<file path="config.mk">
export PLATFORM = sky130hd
export DESIGN_NAME = t_frag_cfg_flat
export DESIGN_NICKNAME = d
export VERILOG_FILES = /design/src/rtl/t_frag_cfg_if.sv /design/src/rtl/t_frag_cfg.sv /design/src/flat_wrapper.sv
export SDC_FILE = /design/constraint.sdc
export NUM_CORES = 1
export LEC_CHECK = 0
export CAP_MARGIN = 20
export CORE_ASPECT_RATIO = 1.5
export CORE_UTILIZATION = 51
export CTS_CLUSTER_DIAMETER = 80
export DETAILED_ROUTE_END_ITERATION = 6
export PLACE_DENSITY_LB_ADDON = 0.15
export SLEW_MARGIN = 20
export SYNTH_ARGS = -nofsm -noshare
export SYNTH_HDL_FRONTEND = slang
export SYNTH_SLANG_ARGS = --single-unit
</file>
<file path="constraint.sdc">
create_clock -name QCK -period 1.7 [get_ports QCK]
set_input_delay 0.255 -clock QCK [delete_from_list [all_inputs] [get_ports QCK]]
set_output_delay 0.255 -clock QCK [all_outputs]
set_load 0.02 [all_outputs]
</file>
<file path="src/rtl/t_frag_cfg_if.sv">
// Port bundle for one t_frag_cfg cell: serial configuration chain plus mux datapath.
// The cell is the slave; whatever drives the chain and the data inputs is the master.
interface t_frag_cfg_if #(
    parameter int SEL_W = 3
);
    localparam int N = 1 << SEL_W;

    // Chain protocol: every QCK edge with CFG_EN=1 shifts one bit (LSB first).
    // A burst ends with one mandatory CFG_EN=0 cycle, and that edge commits or flags the mask.
    logic             CFG_EN;
    logic             CFG_DI;
    logic             CFG_DO;
    logic             CFG_DONE;
    logic             CFG_ERR;
    logic [N-1:0]     D;
    logic [SEL_W-1:0] SEL;
    logic             TBS;
    logic             QEN;
    logic             XZ;
    logic [1:0]       cfg_state;

    modport master (
        output CFG_EN, CFG_DI, D, SEL, TBS, QEN,
        input  CFG_DO, CFG_DONE, CFG_ERR, XZ, cfg_state
    );

    modport slave (
        input  CFG_EN, CFG_DI, D, SEL, TBS, QEN,
        output CFG_DO, CFG_DONE, CFG_ERR, XZ, cfg_state
    );
endinterface

</file>
<file path="src/rtl/t_frag_cfg.sv">
// Reconfigurable 2**SEL_W-input mux cell with a per-input inversion mask.
// The mask is loaded serially into a shadow register and committed atomically at burst end.
module t_frag_cfg #(
    parameter int SEL_W   = 3,
    parameter bit REG_OUT = 1'b1
) (
    input logic         QCK,
    input logic         QRN,
    t_frag_cfg_if.slave bus
);
    localparam int N     = 1 << SEL_W;
    localparam int CNT_W = $clog2(N + 2);
    localparam logic [CNT_W-1:0] CNT_FULL = CNT_W'(N);
    localparam logic [CNT_W-1:0] CNT_MAX  = CNT_W'(N + 1);

    typedef enum logic [1:0] {
        UNCFG = 2'd0,
        SHIFT = 2'd1,
        CFGD  = 2'd2
    } state_t;

    state_t           state;
    state_t           state_nxt;
    logic [N-1:0]     shadow;
    logic [N-1:0]     active;
    logic [CNT_W-1:0] cnt;
    logic             prev_cfgd;
    logic             cfg_do;
    logic             cfg_done;
    logic             cfg_err;
    logic             burst_end;
    logic             commit;
    logic             zc;

    always_ff @(posedge QCK or negedge QRN) begin
        if (!QRN) begin
            state <= UNCFG;
        end else begin
            state <= state_nxt;
        end
    end

    always_comb begin
        state_nxt = state;
        case (state)
            UNCFG, CFGD: begin
                if (bus.CFG_EN) state_nxt = SHIFT;
            end
            SHIFT: begin
                // A failed burst falls back to wherever the cell was before it started.
                if (!bus.CFG_EN) state_nxt = (cnt == CNT_FULL || prev_cfgd) ? CFGD : UNCFG;
            end
            default: state_nxt = UNCFG;
        endcase
    end

    always_comb begin
        burst_end     = (state == SHIFT) && !bus.CFG_EN;
        commit        = burst_end && (cnt == CNT_FULL);
        zc            = bus.TBS & cfg_done & (bus.D[bus.SEL] ^ active[bus.SEL]);
        bus.cfg_state = state;
    end

    always_ff @(posedge QCK or negedge QRN) begin
        if (!QRN) begin
            shadow    <= '0;
            active    <= '0;
            cnt       <= '0;
            prev_cfgd <= 1'b0;
            cfg_do    <= 1'b0;
            cfg_done  <= 1'b0;
            cfg_err   <= 1'b0;
        end else if (bus.CFG_EN) begin
            shadow <= {bus.CFG_DI, shadow[N-1:1]};
            cfg_do <= shadow[0];
            if (cnt != CNT_MAX) cnt <= cnt + 1'b1;
            if (state != SHIFT) prev_cfgd <= (state == CFGD);
        end else if (burst_end) begin
            cnt <= '0;
            if (commit) begin
                active   <= shadow;
                cfg_done <= 1'b1;
                cfg_err  <= 1'b0;
            end else begin
                cfg_err  <= 1'b1;
            end
        end
    end

    assign bus.CFG_DO   = cfg_do;
    assign bus.CFG_DONE = cfg_done;
    assign bus.CFG_ERR  = cfg_err;

    generate
        if (REG_OUT) begin : g_reg_out
            logic xz_q;
            always_ff @(posedge QCK or negedge QRN) begin
                if (!QRN) begin
                    xz_q <= 1'b0;
                end else if (bus.QEN) begin
                    xz_q <= zc;
                end
            end
            assign bus.XZ = xz_q;
        end else begin : g_comb_out
            assign bus.XZ = zc;
        end
    endgenerate
endmodule

</file>
<file path="src/flat_wrapper.sv">
// flat-port wrapper written by rule: the top's interface ports become plain ports
module t_frag_cfg_flat 
#(
    parameter int SEL_W   = 3,
    parameter bit REG_OUT = 1'b1
)
  (QCK, QRN, bus_CFG_EN, bus_CFG_DI, bus_D, bus_SEL, bus_TBS, bus_QEN, bus_CFG_DO, bus_CFG_DONE, bus_CFG_ERR, bus_XZ, bus_cfg_state);
  t_frag_cfg_if #(.SEL_W(SEL_W)) bus_i ();
  input logic QCK;
  input logic QRN;
  input wire logic [$bits(bus_i.CFG_EN)-1:0] bus_CFG_EN;
  input wire logic [$bits(bus_i.CFG_DI)-1:0] bus_CFG_DI;
  input wire logic [$bits(bus_i.D)-1:0] bus_D;
  input wire logic [$bits(bus_i.SEL)-1:0] bus_SEL;
  input wire logic [$bits(bus_i.TBS)-1:0] bus_TBS;
  input wire logic [$bits(bus_i.QEN)-1:0] bus_QEN;
  output wire logic [$bits(bus_i.CFG_DO)-1:0] bus_CFG_DO;
  output wire logic [$bits(bus_i.CFG_DONE)-1:0] bus_CFG_DONE;
  output wire logic [$bits(bus_i.CFG_ERR)-1:0] bus_CFG_ERR;
  output wire logic [$bits(bus_i.XZ)-1:0] bus_XZ;
  output wire logic [$bits(bus_i.cfg_state)-1:0] bus_cfg_state;
  assign bus_i.CFG_EN = bus_CFG_EN;
  assign bus_i.CFG_DI = bus_CFG_DI;
  assign bus_i.D = bus_D;
  assign bus_i.SEL = bus_SEL;
  assign bus_i.TBS = bus_TBS;
  assign bus_i.QEN = bus_QEN;
  assign bus_CFG_DO = bus_i.CFG_DO;
  assign bus_CFG_DONE = bus_i.CFG_DONE;
  assign bus_CFG_ERR = bus_i.CFG_ERR;
  assign bus_XZ = bus_i.XZ;
  assign bus_cfg_state = bus_i.cfg_state;
  t_frag_cfg #(.SEL_W(SEL_W), .REG_OUT(REG_OUT)) u_core (.QCK(QCK), .QRN(QRN), .bus(bus_i));
endmodule
</file>
Word-level counts from Yosys, hierarchy flattened

Index checks and enable logic that the tools add are counted.

Register bits after elaboration: 27
Input bits: 17
Output and inout port bits: 6
Word-level logic and storage cells: 47

Add/sub/neg operators: 1
Order comparisons: 1
Equality and inequality tests: 8
Mux-type cells: 12
Bitwise logic cells: 4
Reductions and logical operators: 12

Operators with widths:

| kind                  | number |
|---|---|
| $mux W4               | 3 |
| $reduce_and A2 Y1     | 4 |
| $bmux W1 S3           | 2 |
| $mux W2               | 3 |
| $add A4 B1 Y4 const B | 1 |
| $eq A4 B4 Y1 const B  | 1 |
| $lt A3 B4 Y1 const B  | 1 |
| $ne A2 B1 Y1 const B  | 2 |
| $ne A2 B2 Y1 const B  | 2 |
| $ne A4 B4 Y1 const B  | 1 |
| $pmux W2 S2           | 1 |
| $mux W1               | 3 |
| $reduce_and A3 Y1     | 1 |
| $and A1 B1 Y1         | 2 |
| $eq A2 B1 Y1 const B  | 1 |
| $eq A2 B2 Y1 const B  | 1 |
| $logic_and A1 B1 Y1   | 2 |
| $logic_not A2 Y1      | 1 |
| $reduce_bool A2 Y1    | 1 |
| $reduce_or A2 Y1      | 1 |
| $logic_not A1 Y1      | 1 |
| $logic_or A1 B1 Y1    | 1 |
| $not A1 Y1            | 1 |
| $xor A1 B1 Y1         | 1 |

Logic depth before layout (Yosys ltp)

Depth in word-level cells: 5
Mapped depth: 6
Gate-level depth less buffers: 6

Worst setup path after synthesis

OpenSTA, ideal clock, no wires.

Path kind: register -> register
Start point: reg u_core.state[1], in the netlist u_core.bus.cfg_state[1]
End point: reg u_core.active[1]
Data arrival time: 1,432 ps
Data required time: 1,575 ps
Setup slack: 143 ps
Cell stages (with the launch flop): 6
Buffers on the path: 1
Period minus slack after synthesis: 1,557 ps
Cell sequence: dfrtp_1 nand2b_4 nor2_4 and4b_4 buf_12 mux2_4

Word-level cells in the longest chain between the ends: 4

RTL lines:

| element                         | RTL line         | text |
|---|---|---|
| start: declaration              | t_frag_cfg.sv:22 | `state_t state;` |
| start signal: assignment        | t_frag_cfg.sv:39 | `state <= state_nxt;` |
| $eq A2 B1 Y1 (*)                | t_frag_cfg.sv:58 | `burst_end = (state == SHIFT) && !bus.CFG_EN;` |
| $logic_and A1 B1 Y1 (*)         | t_frag_cfg.sv:58 |  |
| $logic_and A1 B1 Y1             | t_frag_cfg.sv:59 | `commit = burst_end && (cnt == CNT_FULL);` |
| $reduce_and A3 Y1 (no line) (*) | n/a              |  |
| end signal: assignment          | t_frag_cfg.sv:81 | `active <= shadow;` |
| end: declaration                | t_frag_cfg.sv:25 | `logic [N-1:0] active;` |

Mark *: on every way between the ends. The rest lies on a longest branch, timed or not.
A chain may end at the register's enable or synchronous reset.

Worst setup path in the final report

Start point: reg u_core.state[0], in the netlist u_core.bus.cfg_state[0]
End point: out bus_cfg_state[0]

RTL lines:

| element          | RTL line           | text |
|---|---|---|
| end: declaration | flat_wrapper.sv:21 | `output wire logic [$bits(bus_i.cfg_state)-1:0] bus_cfg_state;` |

No word-level cell between the ends.

==> impl_metrics.ini <==
[run_status]
status = complete, but fails checks
violations = DRC

[worst_setup_path]
arrival_ns = 1.37
rrSetupSlack_ns = 0.18
regToRegEndpoint = u_core.active[0]
path_depth = 1
cp_num_buf_inv = 1
r2r-start = u_core.cnt[1]
path_delay_family = buffers and inverters
cp_cell_sequence = clkdlybuf4s50_1
slowest_delay_ns = 0.63
cp.required_ns = 1.44
cpMaxStageDelayCell = clkdlybuf4s50_1
crit_path_max_fanout = 4
critPathCaptureType = primary output
path_class = flip-flop to primary output
r2r_cells = 4
start_kind = flip-flop
crit_start = u_core.bus.cfg_state[0]
endpoint = bus_cfg_state[0]

[drt]
drc = 8
dr.pass1.iters = 5
vias_per_cell = 5.52
vias = 811
wl_mm = 2.12
drt_iter0_markers = 19
wl_per_cell_um = 14.4
ant_nets = 0

[timing]
skew_ns = 0.0115
worstMarginPinSlew_ns = 0.333
hold_viol = 0
slew_viol_final = 0
setup_viol = 0
worst_slack_ns = 0.0769
clock.fmax_ghz = 0.616
rsz0062_at_grt = no
finalCriticalPeriod_ns = 1.62
finalCritPeriodShare_pct = 95.5
relSlewSlack_pct = 77.8

[clocking]
cts_resized = 0
clock_latency_ns = 0.32
post_cts_buffers = 0
clkTransAtPathRegs_ns = 0.14
max-clock-path-buffers = 2
cts_tree = done
cts_root_buf = clkbuf_4
numCtsBuffers = 3
htree_levels = 1
hold_buffers = 0
cts.sinks = 27

[power]
power_density_nw_per_um2 = 1160
leakage_nw = 0.679
peakVddDrop_uv = 748
power_w = 0.00183

[floorplan]
core_um2 = 2450
die-area_um2 = 2780
die_y_um = 64.0
initial_core_util_pct = 53.4
row_count = 22
die_width_um = 43.4
ios = 23

[final_layout]
fin_cells = 147
syn_to_final_growth_pct = 20.9
final_layout_size_suffix_gt1_share_pct = 26.0
fin_util_pct = 64.6
antennaDiodeCount = 0
nNetsFinal = 144
num-fill-cells = 199

[synth]
netlist.area_leader.share_pct = 51.6
synth_cell_types = 30
ys_ff_latch = 27
synth_top_cells_by_area = dfrtp_1 (52%), mux2_2 (9.5%), mux2_4 (8.0%)
synth_seq_area_share_pct = 51.6
yosys.area.top_type = dfrtp_1
avgSynthCellArea_um2 = 13.8
syn_nets = 115
ys_warn_count = 0
syn_inst = 95
synth_area_um2 = 1310

[grt]
grt.total_usage_pct = 17.4
grt_max_degree = 28
grt_pass1_vias = 870
antenna_found_initial = 0
grt_pass1_wl_mm = 3.61
overflow = 0

[run]
cap_violations = 0

[placed_design]
placed_cells = 143
numPortBuffers = 22
post-place-ws_ns = -0.0192
dp_hpwl_mm = 1.65
place_congestion = 0.714

[min_path]
hp-class = input port to asynchronous set/reset pin
[flip-flops by register name, summed over array words and instances (netlist names)]
name,count
u_core.prev_cfgd,1
u_core.active,8
u_core.bus.CFG_DO,1
u_core.bus.CFG_DONE,1
u_core.bus.cfg_state,2
u_core.shadow,8
u_core.bus.XZ,1
u_core.cnt,4
u_core.bus.CFG_ERR,1
[cell usage in the layout, fill, tap and decap left out, types with 3 or more instances in the layout]
master	instances
dfrtp_1	27
clkdlybuf4s50_1	22
mux2_2	11
xnor2_1	9
mux2_4	7
nor2_1	6
buf_4	5
inv_1	4
nand3_1	3
ha_1	3
clkbuf_4	3
[per-layer routing]
layer	up-vias	global-route usage [%]	share of wire [%]	wire [um]
met5	-	0	0	0
met4	0	5.86	1.1	24
met3	4	3.11	5.0	105
met2	20	32.6	57	1200
met1	402	18.8	37	780
li1	385	-	-	-
[how the worst min path moves through the flow]
stage	from	to	slack [ns]
after detailed placement	u_core.prev_cfgd	u_core.prev_cfgd	0.49
after floorplan	QRN	u_core.active[0]	-0.04
final	QRN	u_core.shadow[4]	0.29
after global routing	QRN	u_core.active[7]	0.32
after global placement	u_core.prev_cfgd	u_core.prev_cfgd	0.48
after CTS	QRN	u_core.active[4]	0.30
[report_power, final]
| part | internal, W | leakage, nW | total (W) | switching [W] |
|---|---|---|---|---|
| sequential | 0.000828 | 0.342 | 0.000978 | 0.000150 |
| clock | 0.0000917 | 0.0150 | 0.000263 | 0.000172 |
| combinational | 0.000375 | 0.322 | 0.000593 | 0.000218 |
[synth_stat cells (all sizes together)]
cell type,count
dfrtp,27
mux2,18
xnor2,9
nor2,7
inv,4
buf,3
ha,3
nand3,3
a22o,2
nand2,2
nand3b,2
a21boi,1
a311oi,1
and2,1
and2b,1
and4b,1
mux2i,1
mux4,1
nand2b,1
nand4,1
o211ai,1
o21bai,1
o221ai,1
o31ai,1
or2,1
xor2,1
[metrics by stage]
step | TNS, ns | cell area [um^2] | hold WS, ns
after floorplan | 0 | 1310 | -0.0406
after CTS | 0 | 1580 | 0.299
after global routing | 0 | 1580 | 0.321
final | 0 | 1580 | 0.291
after global placement | -0.000455 | 1560 | 0.482
after detailed placement | -0.0277 | 1560 | 0.488
[cell type report]
class / count / area, um^2 / share of cell area (%)
repair buffers: 27 / 258 / 16.3
multi-input cells: 61 / 578 / 36.5
flip-flops and latches: 27 / 676 / 42.7
inverters: 4 / 15.0 / 0.949
well taps: 24 / 30.0 / 1.90
clock buffers: 4 / 26.3 / 1.66
[cell families (layout without fill, tap and decap cells)]
| group | count (synthesis) | in the layout | share of synthesized area (%) |
|---|---|---|---|
| fa+ha+maj | 3 | 3 | 2.87 |
| buf+inv | 7 | 35 | 4.21 |
| xor+xnor | 10 | 10 | 6.69 |
| flops | 27 | 27 | 51.6 |
| simple gates | 20 | 20 | 9.66 |
| compound gates | 8 | 8 | 4.97 |
| mux | 20 | 20 | 20.0 |
No activity file was read; power rests on OpenSTA's default activity.
